===== src/rtl/alu_seq.sv =====
// Registered 16-op ALU with NZCV flags and valid/ready handshakes on both sides.
// Multiply runs as a WIDTH-cycle shift-add; every other op completes on its accept edge.
module alu_seq #(
    parameter int WIDTH     = 8,
    parameter int ROT_AMT   = 1,
    parameter int SIGNED_LT = 1
) (
    input  logic             clk,
    input  logic             reset,
    input  logic             in_valid,
    output logic             in_ready,
    input  logic [3:0]       select,
    input  logic [WIDTH-1:0] a,
    input  logic [WIDTH-1:0] b,
    output logic             out_valid,
    input  logic             out_ready,
    output logic [WIDTH-1:0] x,
    output logic             flag_n,
    output logic             flag_z,
    output logic             flag_c,
    output logic             flag_v
);
    localparam int CW = $clog2(WIDTH);

    typedef enum logic {IDLE, MUL} state_t;

    state_t               state_reg, state_next;
    logic [CW-1:0]        cnt_reg, cnt_next;
    logic [2*WIDTH-1:0]   acc_reg, acc_next;
    logic [2*WIDTH-1:0]   mcand_reg, mcand_next;
    logic [WIDTH-1:0]     mplier_reg, mplier_next;
    logic [WIDTH-1:0]     x_reg, x_next;
    logic                 n_reg, n_next, z_reg, z_next, c_reg, c_next, v_reg, v_next;
    logic                 out_valid_reg, out_valid_next;

    logic                 accept;
    logic [WIDTH:0]       sum_ext, diff_ext;
    logic [WIDTH-1:0]     neg_a, neg_b, msb_only;
    logic [2*WIDTH-1:0]   ror_a_wide, ror_b_wide;
    logic                 lt;
    logic [WIDTH-1:0]     alu_x;
    logic                 alu_c, alu_v;
    logic [2*WIDTH-1:0]   mul_sum;

    assign in_ready = (state_reg == IDLE) && (!out_valid_reg || out_ready) && !reset;
    assign accept   = in_valid && in_ready;

    assign sum_ext    = {1'b0, a} + {1'b0, b};
    assign diff_ext   = {1'b0, a} - {1'b0, b};
    assign neg_a      = '0 - a;
    assign neg_b      = '0 - b;
    assign msb_only   = {1'b1, {(WIDTH-1){1'b0}}};
    // Rotating the doubled word keeps ROT_AMT=0 well defined.
    assign ror_a_wide = {a, a} >> ROT_AMT;
    assign ror_b_wide = {b, b} >> ROT_AMT;
    assign lt         = (SIGNED_LT != 0) ? ($signed(a) < $signed(b)) : (a < b);
    assign mul_sum    = acc_reg + (mplier_reg[0] ? mcand_reg : '0);

    always_comb begin
        alu_x = '0;
        alu_c = 1'b0;
        alu_v = 1'b0;
        case (select)
            4'h0: alu_x = '0;
            4'h1: alu_x = a;
            4'h2: alu_x = b;
            4'h3: begin alu_x = neg_a; alu_v = (a == msb_only); end
            4'h4: begin alu_x = neg_b; alu_v = (b == msb_only); end
            4'h5: alu_x = ror_a_wide[WIDTH-1:0];
            4'h6: alu_x = ror_b_wide[WIDTH-1:0];
            4'h7: alu_x = {{(WIDTH-1){1'b0}}, lt};
            4'h8: alu_x = a & b;
            4'h9: alu_x = ~a;
            4'hA: alu_x = ~b;
            4'hB: begin
                alu_x = diff_ext[WIDTH-1:0];
                alu_c = diff_ext[WIDTH];
                alu_v = (a[WIDTH-1] != b[WIDTH-1]) && (diff_ext[WIDTH-1] != a[WIDTH-1]);
            end
            4'hC: begin
                alu_x = sum_ext[WIDTH-1:0];
                alu_c = sum_ext[WIDTH];
                alu_v = (a[WIDTH-1] == b[WIDTH-1]) && (sum_ext[WIDTH-1] != a[WIDTH-1]);
            end
            4'hE: alu_x = a | b;
            4'hF: alu_x = a ^ b;
            default: alu_x = '0;
        endcase
    end

    always_comb begin
        logic             load;
        logic [WIDTH-1:0] load_x;
        logic             load_c, load_v;
        load           = 1'b0;
        load_x         = '0;
        load_c         = 1'b0;
        load_v         = 1'b0;
        state_next     = state_reg;
        cnt_next       = cnt_reg;
        acc_next       = acc_reg;
        mcand_next     = mcand_reg;
        mplier_next    = mplier_reg;
        x_next         = x_reg;
        n_next         = n_reg;
        z_next         = z_reg;
        c_next         = c_reg;
        v_next         = v_reg;
        out_valid_next = out_valid_reg && !out_ready;
        case (state_reg)
            IDLE: begin
                if (accept) begin
                    if (select == 4'hD) begin
                        mcand_next  = {{WIDTH{1'b0}}, a};
                        mplier_next = b;
                        acc_next    = '0;
                        cnt_next    = CW'(WIDTH-1);
                        state_next  = MUL;
                    end else begin
                        load   = 1'b1;
                        load_x = alu_x;
                        load_c = alu_c;
                        load_v = alu_v;
                    end
                end
            end
            MUL: begin
                acc_next    = mul_sum;
                mcand_next  = mcand_reg << 1;
                mplier_next = mplier_reg >> 1;
                if (cnt_reg == '0) begin
                    load       = 1'b1;
                    load_x     = mul_sum[WIDTH-1:0];
                    load_c     = |mul_sum[2*WIDTH-1:WIDTH];
                    state_next = IDLE;
                end else begin
                    cnt_next = cnt_reg - 1'b1;
                end
            end
            default: state_next = IDLE;
        endcase
        if (load) begin
            x_next         = load_x;
            n_next         = load_x[WIDTH-1];
            z_next         = (load_x == '0);
            c_next         = load_c;
            v_next         = load_v;
            out_valid_next = 1'b1;
        end
    end

    always_ff @(posedge clk or posedge reset) begin
        if (reset) begin
            state_reg     <= IDLE;
            cnt_reg       <= '0;
            acc_reg       <= '0;
            mcand_reg     <= '0;
            mplier_reg    <= '0;
            x_reg         <= '0;
            n_reg         <= 1'b0;
            z_reg         <= 1'b0;
            c_reg         <= 1'b0;
            v_reg         <= 1'b0;
            out_valid_reg <= 1'b0;
        end else begin
            state_reg     <= state_next;
            cnt_reg       <= cnt_next;
            acc_reg       <= acc_next;
            mcand_reg     <= mcand_next;
            mplier_reg    <= mplier_next;
            x_reg         <= x_next;
            n_reg         <= n_next;
            z_reg         <= z_next;
            c_reg         <= c_next;
            v_reg         <= v_next;
            out_valid_reg <= out_valid_next;
        end
    end

    assign x         = x_reg;
    assign flag_n    = n_reg;
    assign flag_z    = z_reg;
    assign flag_c    = c_reg;
    assign flag_v    = v_reg;
    assign out_valid = out_valid_reg;
endmodule

===== config.mk =====
export PLATFORM = sky130hd
export DESIGN_NAME = alu_seq
export DESIGN_NICKNAME = d
export VERILOG_FILES = /design/src/rtl/alu_seq.sv
export SDC_FILE = /design/constraint.sdc
export NUM_CORES = 1
export LEC_CHECK = 0
export BUFFER_PORTS_ARGS = -buffer_cell sky130_fd_sc_hd__buf_2
export CAP_MARGIN = 20
export CORE_UTILIZATION = 35
export CTS_BUF_LIST = sky130_fd_sc_hd__clkbuf_8
export CTS_CLUSTER_SIZE = 20
export DETAILED_ROUTE_END_ITERATION = 8
export GPL_TIMING_DRIVEN = 0
export HOLD_SLACK_MARGIN = 0.02
export PLACE_DENSITY = 0.47
export SLEW_MARGIN = 15
export SYNTH_ARGS = -nofsm -noshare
export SYNTH_HDL_FRONTEND = slang
export SYNTH_SLANG_ARGS = --single-unit

===== constraint.sdc =====
create_clock -name clk -period 3.68 [get_ports clk]
set_input_delay 0.368 -clock clk [delete_from_list [all_inputs] [get_ports clk]]
set_output_delay 0.368 -clock clk [all_outputs]
set_load 0.02 [all_outputs]

==> results of run 1 <==
## area by class of cell
type	instances	share of cell area [%]
Inverter	31	2.01
Clock buffer	6	1.40
Timing Repair Buffer	37	3.18
Multi-Input combinational cell	544	61.7
Clock inverter	2	0.233
Sequential cell	56	23.8
Buffer	42	3.77
Tap cell	184	3.90
## how the worst min path moves through the flow
stage | to | depth (start not counted) | startpoint | slack, ps
floorplan | mplier_reg[1]$_DFFE_PP0P_ | 2 | mplier_reg[1]$_DFFE_PP0P_ | 450
global placement | mplier_reg[3]$_DFFE_PP0P_ | 2 | mplier_reg[3]$_DFFE_PP0P_ | 460
detailed placement | x[2]$_DFFE_PP0P_ | 1 | x[2]$_DFFE_PP0P_ | 460
CTS | x[4]$_DFFE_PP0P_ | 2 | reset | 190
global route | x[6]$_DFFE_PP0P_ | 2 | reset | 220
finish | flag_c$_DFFE_PP0P_ | 2 | reset | 160
## kinds of logic (layout without fill, tap and decap cells)
group                      Yosys count  after routing  synth area share (%)
xor gates and xnor gates            27             27                  4.43
adders and majority gates           45             45                  11.0
DFF                                 56             56                  26.2
muxes                                7              7                  1.36
buffers and inverters               73            118                  6.33
and+or+nand+nor                    254            254                  23.8
AOI/OAI and AO/OA                  211            211                  26.9
## cells in the mapped netlist (5+ instances only)
master    count
o211ai_1      7
nor2_1       38
or3_1         7
a211oi_1     10
nor4_1        5
a21o_1       19
a21oi_1      36
mux2i_1       5
and3_1        7
dfrtp_1      56
clkbuf_1     23
nor2b_1       8
and2_1       18
buf_6         5
nand3_1      15
buf_2         9
xor2_1       11
o21ai_0      49
a31oi_1       9
ha_1         42
a32oi_1       5
nand2b_1     10
inv_1        31
a22oi_1      15
nor3_1       17
nand4_1       5
nand2_1     100
a22o_1        5
or2_2         5
xnor2_1      16
## where the power goes
part	total (uW)	switching [uW]	internal, uW	leakage (uW)
Sequential	1000	158	846	0.000734
Clock	383	228	155	0.0000516
Combinational	1370	889	485	0.00192
## routing by layer
layer  wire (microns)  track usage (%)  up-vias
li1                 -                -     2521
met1             8100             30.9     2582
met2             8810             41.4      185
met3              755             1.63       31
met4              513             9.11        0
met5                0                0        -
## through the flow
stage / instances / worst slack (ps)
2_1_floorplan: 673 / 675
3_3_place_gp: 893 / -571
3_5_place_dp: 893 / -611
4_1_cts: 901 / 32.2
5_1_grt: 902 / -61.0
6_report: 902 / 64.0
## timing repair
item	4_1_cts	5_1_grt
endpoints found under the setup margin	2	2
pin swaps	0	3
gates resized for setup	6	4
endpoints found under the hold margin	0	0
buffers inserted	0	1
==> metrics, run 1 <==
Layout Nets between 700 and 800; Synthesized Nets roughly 740; post-route cell area 5900 sq um; pin count of the biggest net entering global routing 57; Register-to-Register Path Depth 11; Die Y about 130 microns; CP endpoint flag_c$_DFFE_PP0P_; synthesized instance count slightly below 700; Post-CTS Hold Buffers 0; number of vias in the routed layout between 5,000 and 6,000; DRT Pass-1 Iters 5; kind of critical path reg2reg; Yosys warnings 0; final hold vios 0; area growth from synthesis to layout 10.5%; status completed; Critical Path RT 3880 ps; setup total negative slack 0 ps; RR Startpoint mplier_reg[0]$_DFFE_PP0P_; Multi-input gate area approximately 3600 sq um; CP Cell Sequence and2_1 -> ha_1 -> fa_1 -> a211oi_4 -> o21ai_1 -> a311oi_2 -> xnor2_1 -> nor4_1 -> nand4_1 -> o41ai_4 -> o311ai_1; R2R Path End flag_c$_DFFE_PP0P_; Top FF cell, synth dfrtp_1; Worst IR Drop VDD approximately 0.00017 V; top post-synthesis cells by area dfrtp_1 (26%), ha_1 (9.8%), nand2_1 (7.0%); DR iter-0 viols approximately 440; Post-Syn Area around 5300 sq um; Static Leak 0.00271 uW; Register Area between 1000 and 1500 sq um; final wirelength around 18,000 microns; H-tree depth 2; share of the synthesized area in the top cell type between 20% and 30%; Seq/Total Area, Yosys 26.2%; placed cell areas ~5800 sq um; Via-to-Cell Ratio about 6; gr ovfl total 0; first-pass GRT wire length between 20,000 and 30,000 microns; DR WL/cell between 20 and 25 microns; root buf cell clkbuf_8; clk_lat worst skew between 300 and 400 ps; final period utilization a little over nine tenths; Fillers about 1,500; Ports 38; number of synthesized register bits 56; post-DP HPWL roughly 14,000 microns; clock slew at reported path FFs roughly 110 ps; layout cells sized above 1 ~12%; Crit. Startpoint mplier_reg[0]$_DFFE_PP0P_; Power Total between 2000 and 3000 uW; worst-case hold slack approximately 160 ps; initial antenna violation count 0; Num CTS Buffers 5; max cap viols 0; commonest cells after routing, fill and taps aside nand2_1 (100), dfrtp_1 (55), o21ai_0 (48); Synth async-reset ratio 100%; EDFF count, synth 0; fmax around 0.28 GHz; Yosys top cell by area dfrtp_1; WP buf/inv 0; nature of the critical path startpoint flop; RSZ-0062 raised after global routing true; R2R setup slack roughly 64 ps; commonest non-fill, non-tap cell in the layout nand2_1; max-slew violation count 0; critical path arrival 3810 ps; CP peak stage delay roughly 500 ps; Routability Congestion roughly 0.89; Pwr Density between 400 and 500 nW/um^2; all-layer global routing usage around a quarter; critical path fanouts, max 8; TritonCTS sink count 56; Worst Hold Class in2async; relative slew slack 13.0%; CTS tree yes; Slew @ Worst Pin approximately 1300 ps; Longest Clk Path Bufs 2; vias in the first global route 5,261; post-synthesis cell type count a little under 80; Die Wd 126 microns; IO Port Bufs 36; total die area ~16,000 sq um; starting density of the core 36.3%; critical path endpoint category flop; minimum clock period ~3600 ps; top cell family by delay on the critical path compound AO/OA/AOI/OAI gates; Routed Antenna Nets 0; Syn Area/Cell approximately 7.9 sq um; Core Util, Final between 40% and 50%; # rows between 40 and 50; Core Region 14,700 sq um; final setup violation count 0; Post-route DRC 0; critical path depth in cells 11; Clock Skews 15.0 ps; Diodes inserted 0; CP max stage cell o41ai_4
Power figures use the tool's default switching activity.
==> run 2: changes to the inputs <==
Settings changed: CORE_MARGIN from default to 5.
==> metrics, run 2 (synthesized netlist as in run 1, its figures left out) <==
initial antenna violation count 0; R2R setup slack roughly 170 ps; # rows 45; area growth from synthesis to layout 10.3%; CP peak stage delay between 400 and 500 ps; Post-route DRC 0; layout cells sized above 1 roughly an eighth; clk_lat worst skew 330 ps; total die area around 18,000 sq um; final non-filler cell total 903; gr ovfl total 0; commonest non-fill, non-tap cell in the layout nand2_1; Die Wd between 100 and 150 microns; CP Cell Sequence and2_1 -> ha_1 -> fa_1 -> a211oi_2 -> o21ai_1 -> a311oi_2 -> xnor2_1 -> nor4_2 -> nand4_1 -> o41ai_4 -> o311ai_1; clock slew at reported path FFs 110 ps; critical path fanouts, max 8; DRT Pass-1 Iters 7; root buf cell clkbuf_8; max-slew violation count 0; Via-to-Cell Ratio 5.81; RSZ-0062 raised after global routing true; Ports 38; Clock Skews between 10 and 15 ps; commonest cells after routing, fill and taps aside nand2_1 (100), dfrtp_1 (55), o21ai_0 (49); all-layer global routing usage 20.3%; IO Port Bufs 36; Critical Path RT between 3000 and 4000 ps; Power Total roughly 2800 uW; Pwr Density 467 nW/um^2; Layout Nets 783; Worst Hold Class in2async; DR WL/cell 20.3 microns; post-DP HPWL ~14,000 microns; Static Leak roughly 0.0027 uW; WP buf/inv 0; fmax 0.285 GHz; pin count of the biggest net entering global routing 57; max cap viols 0; final wirelength about 18,000 microns; final hold vios 0; CP max stage cell dfrtp_2; Die Y between 100 and 150 microns; TritonCTS sink count between 50 and 60; Worst IR Drop VDD about 0.00021 V; DR iter-0 viols approximately 380; first-pass GRT wire length around 29,000 microns; critical path endpoint category flop; final period utilization 95.5%; status completed; placed cell count roughly 900; vias in the first global route 5,119; Routed Antenna Nets 0; starting density of the core 35.4%; RR Startpoint mplier_reg[0]$_DFFE_PP0P_; setup repair bufs after CTS 0; nature of the critical path startpoint flop; setup total negative slack 0 ps; final setup violation count 0; R2R Path End flag_c$_DFFE_PP0P_; Core Util, Final about two fifths; top cell family by delay on the critical path compound AO/OA/AOI/OAI gates; number of vias in the routed layout approximately 5,200; H-tree depth 2; minimum clock period roughly 3500 ps; Num CTS Buffers 5; Routability Congestion between 0.9 and 1; kind of critical path reg2reg; critical path arrival 3710 ps; relative slew slack between 20 and 30%; Core Region 15,100 sq um; Diodes inserted 0; Longest Clk Path Bufs 2; Slew @ Worst Pin 1070 ps; Register-to-Register Path Depth 11; Fillers 1,620; CTS tree yes
## run 2: per-stage QoR
| step | instance area [sq um] | setup slack [ps] | hold slack, ps |
|---|---|---|---|
| after detailed placement | 5760 | -693 | 463 |
| final | 5890 | 165 | 167 |
| after global routing | 5890 | -40.8 | 222 |
| after CTS | 5890 | 65.1 | 188 |
| after floorplan | 5340 | 675 | 446 |
| after global placement | 5760 | -712 | 459 |
## run 2: worst max path at each step
stage / cells past startpoint / endpoint / startpoint
finish: 11 / flag_c$_DFFE_PP0P_ / mplier_reg[0]$_DFFE_PP0P_
global route: 11 / flag_c$_DFFE_PP0P_ / mplier_reg[0]$_DFFE_PP0P_
CTS: 12 / flag_c$_DFFE_PP0P_ / mplier_reg[0]$_DFFE_PP0P_
detailed placement: 12 / flag_c$_DFFE_PP0P_ / mplier_reg[0]$_DFFE_PP0P_
global placement: 12 / flag_c$_DFFE_PP0P_ / mplier_reg[0]$_DFFE_PP0P_
floorplan: 11 / flag_c$_DFFE_PP0P_ / mplier_reg[0]$_DFFE_PP0P_
## run 2: area by class of cell
| class | count | area, sq um | area share (%) |
|---|---|---|---|
| multi-input cells | 544 | 3640 | 61.8 |
| flip-flops and latches | 56 | 1400 | 23.8 |
| well taps | 188 | 235 | 3.99 |
| plain buffers | 40 | 215 | 3.65 |
| repair buffers | 36 | 180 | 3.06 |
| inverters | 31 | 119 | 2.02 |
| clock buffers | 5 | 68.8 | 1.17 |
| clock inverters | 3 | 27.5 | 0.467 |
## run 2: metal layers
| metal | share of wire, % | GRT usage, % |
|---|---|---|
| met1 | 42 | 25.4 |
| met2 | 50 | 35.4 |
| met3 | 4.8 | 2.30 |
| met4 | 3.6 | 8.46 |
| met5 | 0 | 0 |
## run 2: power by group
part	leakage (uW)	internal, uW	total, uW	switching (uW)
registers	0.000734	846	1010	167
clock network	0.0000463	141	374	233
logic	0.00191	485	1370	882
total	0.00269	1470	2750	1280
## run 2: what timing repair did
| action | CTS | global route |
|---|---|---|
| hold buffers | 0 | 0 |
| setup endpoints to repair | 2 | 3 |
| gates resized for setup | 8 | 1 |
==> run 3: changes to the inputs <==
--- a/config.mk
+++ b/config.mk
@@ -8,4 +8,5 @@
 export BUFFER_PORTS_ARGS = -buffer_cell sky130_fd_sc_hd__buf_2
 export CAP_MARGIN = 20
+export CORE_ASPECT_RATIO = 2
 export CORE_MARGIN = 5
 export CORE_UTILIZATION = 35
==> constraint.sdc (replaced) <==
create_clock -name clk -period 3.68 [get_ports clk]
set_input_delay 0.368 -clock clk [delete_from_list [all_inputs] [get_ports clk]]
set_output_delay 0.368 -clock clk [all_outputs]
set_load 0.005 [all_outputs]
==> metrics, run 3 (synthesized netlist as in run 1, its figures left out) <==
vias in the first global route about 5,200; Core Region approximately 15,000 sq um; starting density of the core a little over a third; IO Port Bufs 36; Ports 38; Slew @ Worst Pin 924 ps; Longest Clk Path Bufs 2; Critical Path RT around 3900 ps; Gate power share 48.1%; H-tree depth 2; Num CTS Buffers 5; DRT Pass-1 Iters 4; post-DP HPWL approximately 14,000 microns; critical path arrival between 3000 and 4000 ps; Worst IR Drop VDD between 0.0002 and 0.0003 V; max cap viols 0; Diodes inserted 0; final wirelength approximately 18,000 microns; worst-case hold slack approximately 170 ps; DR WL/cell approximately 19 microns; Die Wd slightly below 100 microns; Pwr Density 456 nW/um^2; critical path endpoint category flop; DR iter-0 viols between 300 and 400; root buf cell clkbuf_8; kind of critical path reg2reg; all-layer global routing usage between 10% and 20%; Routability Congestion just under 0.9; internal power approximately 1500 uW; clk_lat worst skew between 300 and 400 ps; gr ovfl total 0; Worst Hold Class in2async; final hold vios 0; Clock Skews around 8.5 ps; Die Y approximately 180 microns; commonest cells after routing, fill and taps aside nand2_1 (100), dfrtp_1 (55), o21ai_0 (48); clock slew at reported path FFs 100 ps; commonest non-fill, non-tap cell in the layout nand2_1; layout cells sized above 1 between 10% and 20%; pin count of the biggest net entering global routing between 50 and 60; Power Total roughly 2700 uW; R2R Path End flag_c$_DFFE_PP0P_; final setup violation count 0; status completed; final period utilization 94.5%; Layout Nets a little under 800; critical path fanouts, max 8; first-pass GRT wire length between 20,000 and 30,000 microns; CTS tree yes; # rows 64; area growth from synthesis to layout 11.4%; number of vias in the routed layout just over 5,000; Post-route DRC 0; initial antenna violation count 0; minimum clock period roughly 3500 ps; Switch Pwr roughly 1200 uW; Flop pwr share 36.7%; nature of the critical path startpoint flop; R2R setup slack slightly above 200 ps; RSZ-0062 raised after global routing true; max-slew violation count 0; Register-to-Register Path Depth 11; Post-CTS Hold Buffers 0; Fillers 1,576; Via-to-Cell Ratio roughly 5.7; total die area roughly 18,000 sq um; TritonCTS sink count between 50 and 60; sw frac a little over two fifths; Static Leak approximately 0.0027 uW; relative slew slack 37.6%; RR Startpoint mplier_reg[0]$_DFFE_PP0P_; Clock Power Share approximately 15%; fmax 0.288 GHz; Routed Antenna Nets 0
==> run 3: cell count changes in the layout (fill, tap and decap cells not counted), sizes merged <==
cell and change:
clkinvlp -1, inv +1, buf +1, clkinv -1, bufinv +1, clkbuf +1
==> run 3: layout make-up <==
cell class	count	area, sq um	share of cell area, %
multi-input cells	544	3660	61.6
inverters	31	119	2.00
flip-flops and latches	56	1400	23.6
repair buffers	36	180	3.03
plain buffers	42	223	3.74
clock buffers	5	68.8	1.16
clock inverters	3	42.5	0.715
well taps	198	248	4.16
==> run 3: per-stage QoR <==
step / util, % / instances / setup slack, ps / area, sq um / TNS [ps]
2_1_floorplan: - / 673 / 675 / 5340 / 0
3_3_place_gp: 38.1 / 907 / -645 / 5770 / -1830
3_5_place_dp: 38.1 / 907 / -561 / 5770 / -1560
4_1_cts: 39.1 / 915 / 33.5 / 5920 / 0
5_1_grt: 39.3 / 915 / -63.6 / 5950 / -63.6
6_report: 39.3 / 915 / 202 / 5950 / 0
==> run 3: repair_timing <==
item | CTS | global route
setup endpoints to repair | 3 | 2
pin swaps | 0 | 2
gates cloned | 0 | 0
setup buffers | 0 | 0
gates resized for setup | 7 | 8
==> run 3: worst max-delay path by stage <==
stage,slack (ps),endpoint,start,cells after the start
final,200,flag_c$_DFFE_PP0P_,mplier_reg[0]$_DFFE_PP0P_,11
after global routing,-60,flag_c$_DFFE_PP0P_,mplier_reg[0]$_DFFE_PP0P_,11
after CTS,30,flag_c$_DFFE_PP0P_,mplier_reg[0]$_DFFE_PP0P_,11
after detailed placement,-560,flag_z$_DFFE_PP0P_,a[3],13
after global placement,-650,flag_c$_DFFE_PP0P_,mplier_reg[0]$_DFFE_PP0P_,12
after floorplan,680,flag_c$_DFFE_PP0P_,mplier_reg[0]$_DFFE_PP0P_,11
==> run 3: layer usage <==
metal / vias to the layer above / routed length (microns) / track usage, %
met4: 0 / 678 / 7.65
met3: 35 / 724 / 1.93
li1: 2522 / - / -
met2: 165 / 7900 / 31.4
met5: - / 0 / 0
met1: 2472 / 8510 / 28.4
==> run 3: power by group through the flow <==
stage | clock network, uW | logic [uW] | registers (uW)
final | 413 | 1310 | 996
after global routing | 447 | 1470 | 1030
after CTS | 428 | 1300 | 996
after detailed placement | 0 | 1280 | 1010
after global placement | 0 | 1280 | 1010
after floorplan | 0 | 869 | 973
==> run 3: critical path, cell delays in order, from the launching register on <==
cell,delay (ps)
dfrtp_2,470
and2_1,160
ha_1,200
fa_2,400
a211oi_4,280
o21ai_2,140
a311oi_2,400
xnor2_1,170
nor4_2,340
nand4_1,210
o41ai_4,400
o311ai_1,160
